--- config.mk ---
export PLATFORM = sky130hd
export DESIGN_NAME = alu_issue_stage
export DESIGN_NICKNAME = d
export VERILOG_FILES = /design/src/rtl/alu_issue_stage.sv
export SDC_FILE = /design/constraint.sdc
export NUM_CORES = 1
export LEC_CHECK = 0
export ABC_AREA = 0
export BUFFER_PORTS_ARGS = -buffer_cell sky130_fd_sc_hd__buf_2
export CORE_UTILIZATION = 47
export CTS_CLUSTER_DIAMETER = 200
export DETAILED_ROUTE_END_ITERATION = 16
export GPL_TIMING_DRIVEN = 0
export PLACE_DENSITY = 0.83
export SYNTH_ARGS = -nofsm -noshare
export SYNTH_HDL_FRONTEND = slang
export SYNTH_SLANG_ARGS = --single-unit
--- constraint.sdc ---
create_clock -name clk -period 2.1 [get_ports clk]
set_clock_uncertainty 0.1 [all_clocks]
set_input_delay 0.105 -clock clk [delete_from_list [all_inputs] [get_ports clk]]
set_output_delay 0.105 -clock clk [all_outputs]
set_load 0.1 [all_outputs]
--- src/rtl/alu_issue_stage.sv ---
`default_nettype none
// ============================================================================
//  Module   : alu_issue_stage
//  Purpose  : MIPS decode/issue stage in front of the ALU. It builds the
//             operands, loads the ID/EX register and stalls on RAW hazards
//             using a 2-entry scoreboard. Define FORWARD_EN to forward
//             non-load results from MEM.
//  Revision : 1.0
// ============================================================================
module alu_issue_stage #(
    parameter int DATA_W = 32,
    parameter int RA_W   = 5
) (
    input  logic              clk,
    input  logic              reset,
    input  logic              if_valid,
    output logic              if_ready,
    input  logic [31:0]       if_instr,
    input  logic              flush,
    input  logic              ex_stall,
    output logic [RA_W-1:0]   rf_raddr1,
    output logic [RA_W-1:0]   rf_raddr2,
    input  logic [DATA_W-1:0] rf_rdata1,
    input  logic [DATA_W-1:0] rf_rdata2,
    input  logic [DATA_W-1:0] mem_result,
    output logic              ex_valid,
    output logic [5:0]        ex_opcode,
    output logic [5:0]        ex_ar_op,
    output logic [4:0]        ex_shamt,
    output logic [DATA_W-1:0] ex_op1,
    output logic [DATA_W-1:0] ex_op2,
    output logic [DATA_W-1:0] ex_store_dat,
    output logic [RA_W-1:0]   ex_rd,
    output logic              ex_reg_write,
    output logic              ex_mem_read,
    output logic              ex_mem_write
);

    localparam logic [5:0] c_OP_RTYPE = 6'b000000;
    localparam logic [5:0] c_OP_MUL   = 6'b011100;
    localparam logic [5:0] c_OP_ADDI  = 6'b001000;
    localparam logic [5:0] c_OP_ADDIU = 6'b001001;
    localparam logic [5:0] c_OP_SLTI  = 6'b001010;
    localparam logic [5:0] c_OP_LUI   = 6'b001111;
    localparam logic [5:0] c_OP_LW    = 6'b100011;
    localparam logic [5:0] c_OP_LBU   = 6'b100100;
    localparam logic [5:0] c_OP_SW    = 6'b101011;
    localparam logic [5:0] c_OP_SB    = 6'b101000;
    localparam logic [5:0] c_FN_JR    = 6'b001000;

    logic [5:0]        w_opc;
    logic [5:0]        w_funct;
    logic [15:0]       w_imm;
    logic [RA_W-1:0]   w_rs;
    logic [RA_W-1:0]   w_rt;
    logic [RA_W-1:0]   w_rdf;
    logic              w_is_rtype;
    logic              w_is_mul;
    logic              w_is_lui;
    logic              w_is_alui;
    logic              w_is_load;
    logic              w_is_store;
    logic              w_uses_rs;
    logic              w_uses_rt;
    logic              w_has_dest;
    logic [RA_W-1:0]   w_dest;
    logic              w_reg_write;
    logic              w_sbex_v;
    logic              w_rs_ex;
    logic              w_rt_ex;
    logic              w_rs_mem;
    logic              w_rt_mem;
    logic              w_rs_fwd;
    logic              w_rt_fwd;
    logic              w_rs_stall;
    logic              w_rt_stall;
    logic              w_hazard;
    logic              w_xfer;
    logic [DATA_W-1:0] w_rs_val;
    logic [DATA_W-1:0] w_rt_val;
    logic [DATA_W-1:0] w_op2;

    logic              r_ex_valid;
    logic [5:0]        r_ex_opcode;
    logic [5:0]        r_ex_ar_op;
    logic [4:0]        r_ex_shamt;
    logic [DATA_W-1:0] r_ex_op1;
    logic [DATA_W-1:0] r_ex_op2;
    logic [DATA_W-1:0] r_ex_store_dat;
    logic [RA_W-1:0]   r_ex_rd;
    logic              r_ex_reg_write;
    logic              r_ex_mem_read;
    logic              r_ex_mem_write;
    logic              r_sbmem_v;
    logic [RA_W-1:0]   r_sbmem_rd;
    logic              r_sbmem_ld;

    assign w_opc   = if_instr[31:26];
    assign w_funct = if_instr[5:0];
    assign w_imm   = if_instr[15:0];
    assign w_rs    = RA_W'(if_instr[25:21]);
    assign w_rt    = RA_W'(if_instr[20:16]);
    assign w_rdf   = RA_W'(if_instr[15:11]);

    assign rf_raddr1 = w_rs;
    assign rf_raddr2 = w_rt;

    assign w_is_rtype = (w_opc == c_OP_RTYPE);
    assign w_is_mul   = (w_opc == c_OP_MUL);
    assign w_is_lui   = (w_opc == c_OP_LUI);
    assign w_is_alui  = (w_opc == c_OP_ADDI) || (w_opc == c_OP_ADDIU) || (w_opc == c_OP_SLTI);
    assign w_is_load  = (w_opc == c_OP_LW) || (w_opc == c_OP_LBU);
    assign w_is_store = (w_opc == c_OP_SW) || (w_opc == c_OP_SB);
    assign w_uses_rs  = !w_is_lui;
    assign w_uses_rt  = w_is_rtype || w_is_mul || w_is_store;

    always_comb begin
        w_has_dest = 1'b0;
        w_dest     = '0;
        if ((w_is_rtype && (w_funct != c_FN_JR)) || w_is_mul) begin
            w_has_dest = 1'b1;
            w_dest     = w_rdf;
        end else if (w_is_alui || w_is_lui || w_is_load) begin
            w_has_dest = 1'b1;
            w_dest     = w_rt;
        end
    end

    // $0 is hardwired, so an instruction targeting it never writes.
    assign w_reg_write = w_has_dest && (w_dest != '0);

    assign w_sbex_v = r_ex_valid && r_ex_reg_write;
    assign w_rs_ex  = (w_rs != '0) && w_sbex_v  && (w_rs == r_ex_rd);
    assign w_rt_ex  = (w_rt != '0) && w_sbex_v  && (w_rt == r_ex_rd);
    assign w_rs_mem = (w_rs != '0) && r_sbmem_v && (w_rs == r_sbmem_rd);
    assign w_rt_mem = (w_rt != '0) && r_sbmem_v && (w_rt == r_sbmem_rd);

`ifdef FORWARD_EN
    // The youngest producer (EX) wins; a load in MEM has no data yet.
    assign w_rs_fwd   = w_rs_mem && !r_sbmem_ld && !w_rs_ex;
    assign w_rt_fwd   = w_rt_mem && !r_sbmem_ld && !w_rt_ex;
    assign w_rs_stall = w_rs_ex || (w_rs_mem && r_sbmem_ld);
    assign w_rt_stall = w_rt_ex || (w_rt_mem && r_sbmem_ld);
`else
    logic w_unused;
    assign w_unused   = ^{mem_result, r_sbmem_ld};
    assign w_rs_fwd   = 1'b0;
    assign w_rt_fwd   = 1'b0;
    assign w_rs_stall = w_rs_ex || w_rs_mem;
    assign w_rt_stall = w_rt_ex || w_rt_mem;
`endif

    assign w_hazard = (w_uses_rs && w_rs_stall) || (w_uses_rt && w_rt_stall);
    assign if_ready = !reset && !ex_stall && !flush && !w_hazard;
    assign w_xfer   = if_valid && if_ready;

    assign w_rs_val = w_rs_fwd ? mem_result : rf_rdata1;
    assign w_rt_val = w_rt_fwd ? mem_result : rf_rdata2;

    always_comb begin
        if (w_is_rtype || w_is_mul) begin
            w_op2 = w_rt_val;
        end else if (w_is_lui) begin
            w_op2 = {{(DATA_W-16){1'b0}}, w_imm};
        end else begin
            w_op2 = {{(DATA_W-16){w_imm[15]}}, w_imm};
        end
    end

    always_ff @(posedge clk) begin
        if (reset) begin
            r_ex_valid     <= 1'b0;
            r_ex_opcode    <= '0;
            r_ex_ar_op     <= '0;
            r_ex_shamt     <= '0;
            r_ex_op1       <= '0;
            r_ex_op2       <= '0;
            r_ex_store_dat <= '0;
            r_ex_rd        <= '0;
            r_ex_reg_write <= 1'b0;
            r_ex_mem_read  <= 1'b0;
            r_ex_mem_write <= 1'b0;
            r_sbmem_v      <= 1'b0;
            r_sbmem_rd     <= '0;
            r_sbmem_ld     <= 1'b0;
        end else if (!ex_stall) begin
            r_sbmem_v  <= w_sbex_v;
            r_sbmem_rd <= r_ex_rd;
            r_sbmem_ld <= r_ex_mem_read;
            if (w_xfer) begin
                r_ex_valid     <= 1'b1;
                r_ex_opcode    <= w_opc;
                r_ex_ar_op     <= w_funct;
                r_ex_shamt     <= if_instr[10:6];
                r_ex_op1       <= w_rs_val;
                r_ex_op2       <= w_op2;
                r_ex_store_dat <= w_rt_val;
                r_ex_rd        <= w_reg_write ? w_dest : '0;
                r_ex_reg_write <= w_reg_write;
                r_ex_mem_read  <= w_is_load;
                r_ex_mem_write <= w_is_store;
            end else begin
                r_ex_valid     <= 1'b0;
                r_ex_reg_write <= 1'b0;
                r_ex_mem_read  <= 1'b0;
                r_ex_mem_write <= 1'b0;
            end
        end
    end

    assign ex_valid     = r_ex_valid;
    assign ex_opcode    = r_ex_opcode;
    assign ex_ar_op     = r_ex_ar_op;
    assign ex_shamt     = r_ex_shamt;
    assign ex_op1       = r_ex_op1;
    assign ex_op2       = r_ex_op2;
    assign ex_store_dat = r_ex_store_dat;
    assign ex_rd        = r_ex_rd;
    assign ex_reg_write = r_ex_reg_write;
    assign ex_mem_read  = r_ex_mem_read;
    assign ex_mem_write = r_ex_mem_write;

endmodule
`default_nettype wire

==> impl_metrics.yaml, run 1 <==
route:
  wl_per_cell_um: 20.03
  finalWirelength_um: 24360
  viasPerCell: 5.863
  drc: 0
  ant_nets: 0
  vias: 7129
  drt_iter0_drc: 716
  drtPass1Iterations: 5
floorplan:
  fp-row-count: 40
  initial_core_util_pct: 48.66
  die_area_um2: 13050
  fp.dieH_um: 114.2
  pin_count: 266
  coreArea_um2: 12160
  dieWidth_um: 114.2
cells_and_area:
  drive_above_1_share_pct: 41.55
  fin_cells: 1216
  nNetsFinal: 1167
  layout_common_cells: "buf_2, dfxtp_1, a21oi_1"
  design_area_um2: 9664
  area.growth.synth_to_final_pct: 63.30
  final_common_cell: "buf_2"
synth:
  synth-seq-area-share_pct: 43.30
  synth_cells: 672
  syn_area_um2: 5918
  ys_types: 47
  synth_compound_area_share_pct: 29.66
  synth_mux_area_share_pct: 3.552
  ys_ff_latch: 128
  synth_fp_nets: 805
  synth_xor_area_share_pct: 3.108
  synth_simple_gate_area_share_pct: 12.52
  synth_top_family_by_area: "compound AO/OA/AOI/OAI gates"
  synth.avg_cell_area_um2: 8.807
  synth-adder-area-share_pct: 0
  yosysWarningCount: 0
clock_network:
  clockBufferDepth: 2
  cts_num_sinks: 128
  h-tree-depth: 4
  cts.clk_slew.worst_paths_ns: 0.06
  cts_tree: "built"
  clock_latency_ns: 0.41
  clockRootBuffer: "clkbuf_16"
  cts_made_buffers: 17
timing:
  finalHoldViolations: 0
  slew_viol_final: 0
  fin_tns_setup_ns: -9.769
  post-route-period-util_pct: 112.3
  rsz0062_at_grt: "true"
  clock.fmax_mhz: 424.1
  fin_ws_ns: -0.2582
  tightest_slew_ns: 0.7453
  whs_ns: 0.01099
  finalCriticalPeriod_ns: 2.358
  setup_viol: 117
  relSlewSlack_pct: 50.32
placed_design:
  gp_congestion: 0.8188
  dpl_cell_area_um2: 7320
  dp.cells: 1073
  hpwlAfterDp_um: 13800
  port_buffers: 233
worst_setup_path:
  cp-end-kind: "output pin"
  crit_path_start_kind: "flop"
  crit_required_ns: 1.89
  arrival_ns: 2.15
  crit_type: "reg2out"
  worst-path-max-fanout: 3
worst_hold_path:
  hold_class: "in2reg"
run_status:
  outcome: "finished with violations"
  violations: "negative setup slack"
job:
  maxCapViolations: 0
global_route:
  antenna_found_initial: 1
  gr-total-overflow: 0
  grt_pass1_vias: 6899
  grt_pass1_wl_um: 35270
  grtUsageTotal_pct: 35.26
  grt_max_degree: 17
power_and_ir_drop:
  p_total_uw: 6684
  vdd_drop_max_v: 0.0007639
  power.leakage_uw: 0.004068
  power.density_nw_per_um2: 691.7
-- critical path, cell delays in order, from the launching register on --
cell     delay (ns)
dfxtp_2        0.34
xor2_1         0.16
nor4_1         0.35
a32oi_1        0.21
o22a_4         0.23
and2_4         0.17
buf_12         0.12
buf_16         0.16
-- path summary, 6_finish.rpt --
| check | start | endpoint | slack (ns) | depth (start not counted) |
|---|---|---|---|---|
| min | if_instr[31] | ex_mem_write | 0.01 | 3 |
| max reg2reg | r_sbmem_rd[4] | ex_store_dat[26] | -0.20 | 11 |
| max | r_sbmem_rd[4] | if_ready | -0.26 | 7 |
| min reg2reg | ex_store_dat[23] | ex_store_dat[23] | 0.35 | 2 |
-- cell families (layout without fill, tap and decap cells) --
kind of cell,after synthesis,count (layout)
buf+inv,82,457
flops,128,128
other cells,0,1
compound gates,276,276
mux,21,21
xor+xnor,21,21
simple gates,144,144
-- sequential cells by signal, indices dropped and copies added (netlist names) --
register / cells
ex_ar_op: 6
ex_mem_read: 1
ex_mem_write: 1
ex_op1: 32
ex_op2: 32
ex_opcode: 6
ex_rd: 5
ex_reg_write: 1
ex_shamt: 5
ex_store_dat: 32
ex_valid: 1
r_sbmem_rd: 5
r_sbmem_v: 1
-- report_power, final --
| part | leakage (uW) | internal, uW | switching, uW |
|---|---|---|---|
| registers | 0.00104 | 2480 | 43.7 |
| logic | 0.00273 | 369 | 846 |
| clock network | 0.000294 | 1880 | 1060 |
-- Yosys cell counts, drive strengths merged --
cell	number	area share, %
xor2	18	2.7
or4b	2	0.34
a21o	15	1.9
o21a	1	0.13
mux2i	21	3.6
nor2	13	0.82
and3	2	0.21
nor3	4	0.51
nand2	12	0.80
o211ai	1	0.13
o22a	1	0.30
o21ai	100	8.6
o311ai	1	0.15
or4	3	0.38
a22oi	5	0.63
a311oi	21	5.1
nor3b	3	0.38
a31o	1	0.15
nand3	98	8.3
o2bb2ai	1	0.25
buf	36	4.8
a2111oi	1	0.25
nand4	1	0.11
a221oi	1	0.15
o22ai	3	0.42
and2	2	0.25
nor4	4	0.42
a32oi	2	0.30
xnor2	3	0.44
inv	2	0.13
clkbuf	44	2.9
a21oi	122	11
dfxtp	128	43
-- area by class of cell --
type,count,area (um^2)
clock buffers,29,550.5
flip-flops and latches,128,2590
fillers,779,2497
multi-input cells,462,3236
repair buffers,344,2416
clock inverters,3,41.29
plain buffers,79,610.6
well taps,168,210.2
inverters,2,7.507
diodes,1,2.502
-- routing by layer --
layer / global-route usage, % / wire length (um)
met5: 0 / 0
met4: 18.27 / 1014
met3: 8.100 / 1853
met2: 61.09 / 11990
met1: 40.56 / 9506
-- metrics by stage --
step	setup WS [ns]	utilization [%]
after global routing	-0.3573	79.47
after detailed placement	-0.3124	60.19
after CTS	-0.2078	76.49
after global placement	-0.2515	60.19
final	-0.2582	79.47
after floorplan	0.01307	-
-- what timing repair did --
action	in CTS	in global routing
hold buffers	86	0
gates cloned	8	2
hold endpoints to repair	86	0
setup endpoints to repair	98	122
pin swaps	85	38
gates resized for setup	96	86
setup buffers	13	3
Note: power is estimated with default switching activity, not from simulation.
==> run 2, diff against run 1 <==
--- a/config.mk
+++ b/config.mk
@@ -11,7 +11,7 @@
 export CTS_CLUSTER_DIAMETER = 200
 export DETAILED_ROUTE_END_ITERATION = 16
 export GPL_TIMING_DRIVEN = 0
-export PLACE_DENSITY = 0.83
+export PLACE_DENSITY_LB_ADDON = 0.25
 export SYNTH_ARGS = -nofsm -noshare
 export SYNTH_HDL_FRONTEND = slang
 export SYNTH_SLANG_ARGS = --single-unit
==> impl_metrics.yaml, run 2 (synthesis gave the netlist of run 1 again) <==
cells_and_area:
  layout_common_cells: "buf_2, dfxtp_1, nand3_1, a21oi_1, dlygate4sd3_1"
  drive_above_1_share_pct: 48.52
  multi_input_area_um2: 3522
  final_common_cell: "buf_2"
  area.growth.synth_to_final_pct: 67.72
  nNetsFinal: 1165
  fill_cells: 765
  register_area_um2: 2590
  fin_cells: 1215
worst_setup_path:
  cp-end-kind: "output pin"
  reg2reg_setup_slack_ns: -0.17
  crit_type: "reg2out"
  worst-path-max-fanout: 3
  crit_path_start_kind: "flop"
  arrival_ns: 2.11
  reg2reg_from: "r_sbmem_rd[2]"
  endpoint: "if_ready"
  crit_start: "r_sbmem_rd[2]"
  r2r_end: "ex_op2[5]"
  worstRegToRegCells: 9
  crit_required_ns: 1.89
global_route:
  grtUsageTotal_pct: 33.28
  antenna_found_initial: 1
  grt_max_degree: 17
  grt_pass1_wl_um: 33530
  grt_pass1_vias: 6476
  gr-total-overflow: 0
route:
  wl_per_cell_um: 19.20
  ant_nets: 0
  vias: 6877
  drtPass1Iterations: 5
  finalWirelength_um: 23330
  drc: 0
  viasPerCell: 5.660
  drt_iter0_drc: 463
clock_network:
  cts_num_sinks: 128
  clockBufferDepth: 2
  cts.clk_slew.worst_paths_ns: 0.05
  cts_tree: "built"
  h-tree-depth: 4
  clockRootBuffer: "clkbuf_16"
  clock_latency_ns: 0.42
  cts_made_buffers: 17
floorplan:
  pin_count: 266
  fp-row-count: 40
  die_area_um2: 13050
  coreArea_um2: 12160
  dieWidth_um: 114.2
  fp.dieH_um: 114.2
  initial_core_util_pct: 48.66
power_and_ir_drop:
  power.leakage_uw: 0.004089
  vdd_drop_max_v: 0.0005500
  power.density_nw_per_um2: 666.7
  p_total_uw: 6617
job:
  maxCapViolations: 0
timing:
  relSlewSlack_pct: 36.28
  fin_tns_setup_ns: -8.083
  fin_ws_ns: -0.2199
  post-route-period-util_pct: 110.5
  tightest_slew_ns: 0.9558
  setup_viol: 100
  slew_viol_final: 0
  rsz0062_at_grt: "true"
  finalHoldViolations: 0
  finalCriticalPeriod_ns: 2.320
  clock.fmax_mhz: 431.0
placed_design:
  hpwlAfterDp_um: 13730
  dp.cells: 1073
  port_buffers: 233
  gp_congestion: 0.8090
run_status:
  outcome: "finished with violations"
  violations: "negative setup slack"
worst_hold_path:
  hold_class: "in2reg"
==> run 2: where the power goes <==
| group | internal (uW) | total, uW | switching, uW |
|---|---|---|---|
| registers | 2480 | 2530 | 48.6 |
| logic | 376 | 1220 | 844 |
| clock network | 1800 | 2870 | 1060 |
| total | 4660 | 6620 | 1960 |
==> run 2: repair_timing <==
action | 4_1_cts | 5_1_grt
setup endpoints to repair | 98 | 122
hold endpoints to repair | 90 | 0
pin swaps | 100 | 186
gates cloned | 10 | 1
hold buffers | 84 | 0
buffers inserted | 11 | 4
gates resized for setup | 104 | 185
==> run 2: worst min path at each step <==
stage	startpoint	end	cells after the start
floorplan	if_valid	ex_op2[13]	1
global placement	if_valid	ex_op2[13]	2
detailed placement	rf_rdata1[30]	ex_op1[30]	3
CTS	if_instr[13]	ex_op2[13]	3
global route	if_instr[15]	ex_op2[15]	3
finish	if_instr[1]	ex_op2[1]	3
==> run 2: stage by stage <==
stage                     utilization, %  area (um^2)  setup slack (ns)  hold slack, ns
after floorplan                        -         5943           0.01307          0.1147
after global placement             60.19         7320           -0.2647          0.2566
after detailed placement           60.19         7320           -0.3085          0.2651
after CTS                          75.73         9210           -0.2149        0.001858
after global routing               81.59         9923           -0.2807         0.05877
final                              81.62         9926           -0.2199         0.04356
==> run 2: worst max-delay path, cell delays in order (launching register included) <==
cell	delay (ns)
dfxtp_2	0.34
xor2_1	0.17
nor4_2	0.31
a32oi_2	0.17
o22a_4	0.26
and2_4	0.17
buf_12	0.12
buf_12	0.15
==> run 2: layout make-up <==
type                            count  share of cell area, %
Sequential cell                   128                  26.09
Clock buffer                       29                  5.673
Antenna cell                        2                0.05042
Clock inverter                      3                 0.1513
Inverter                            2                0.07563
Buffer                             79                  6.051
Timing Repair Buffer              342                  24.30
Tap cell                          168                  2.118
Multi-Input combinational cell    462                  35.48
==> run 2: metal layers <==
metal  share of wire [%]  GRT usage (%)  vias up
met3                 6.6          9.264       78
met5                   0              0        -
met4                 3.5          14.20        0
met1                  40          39.81     3277
met2                  50          55.96      323
li1                    -              -     3199
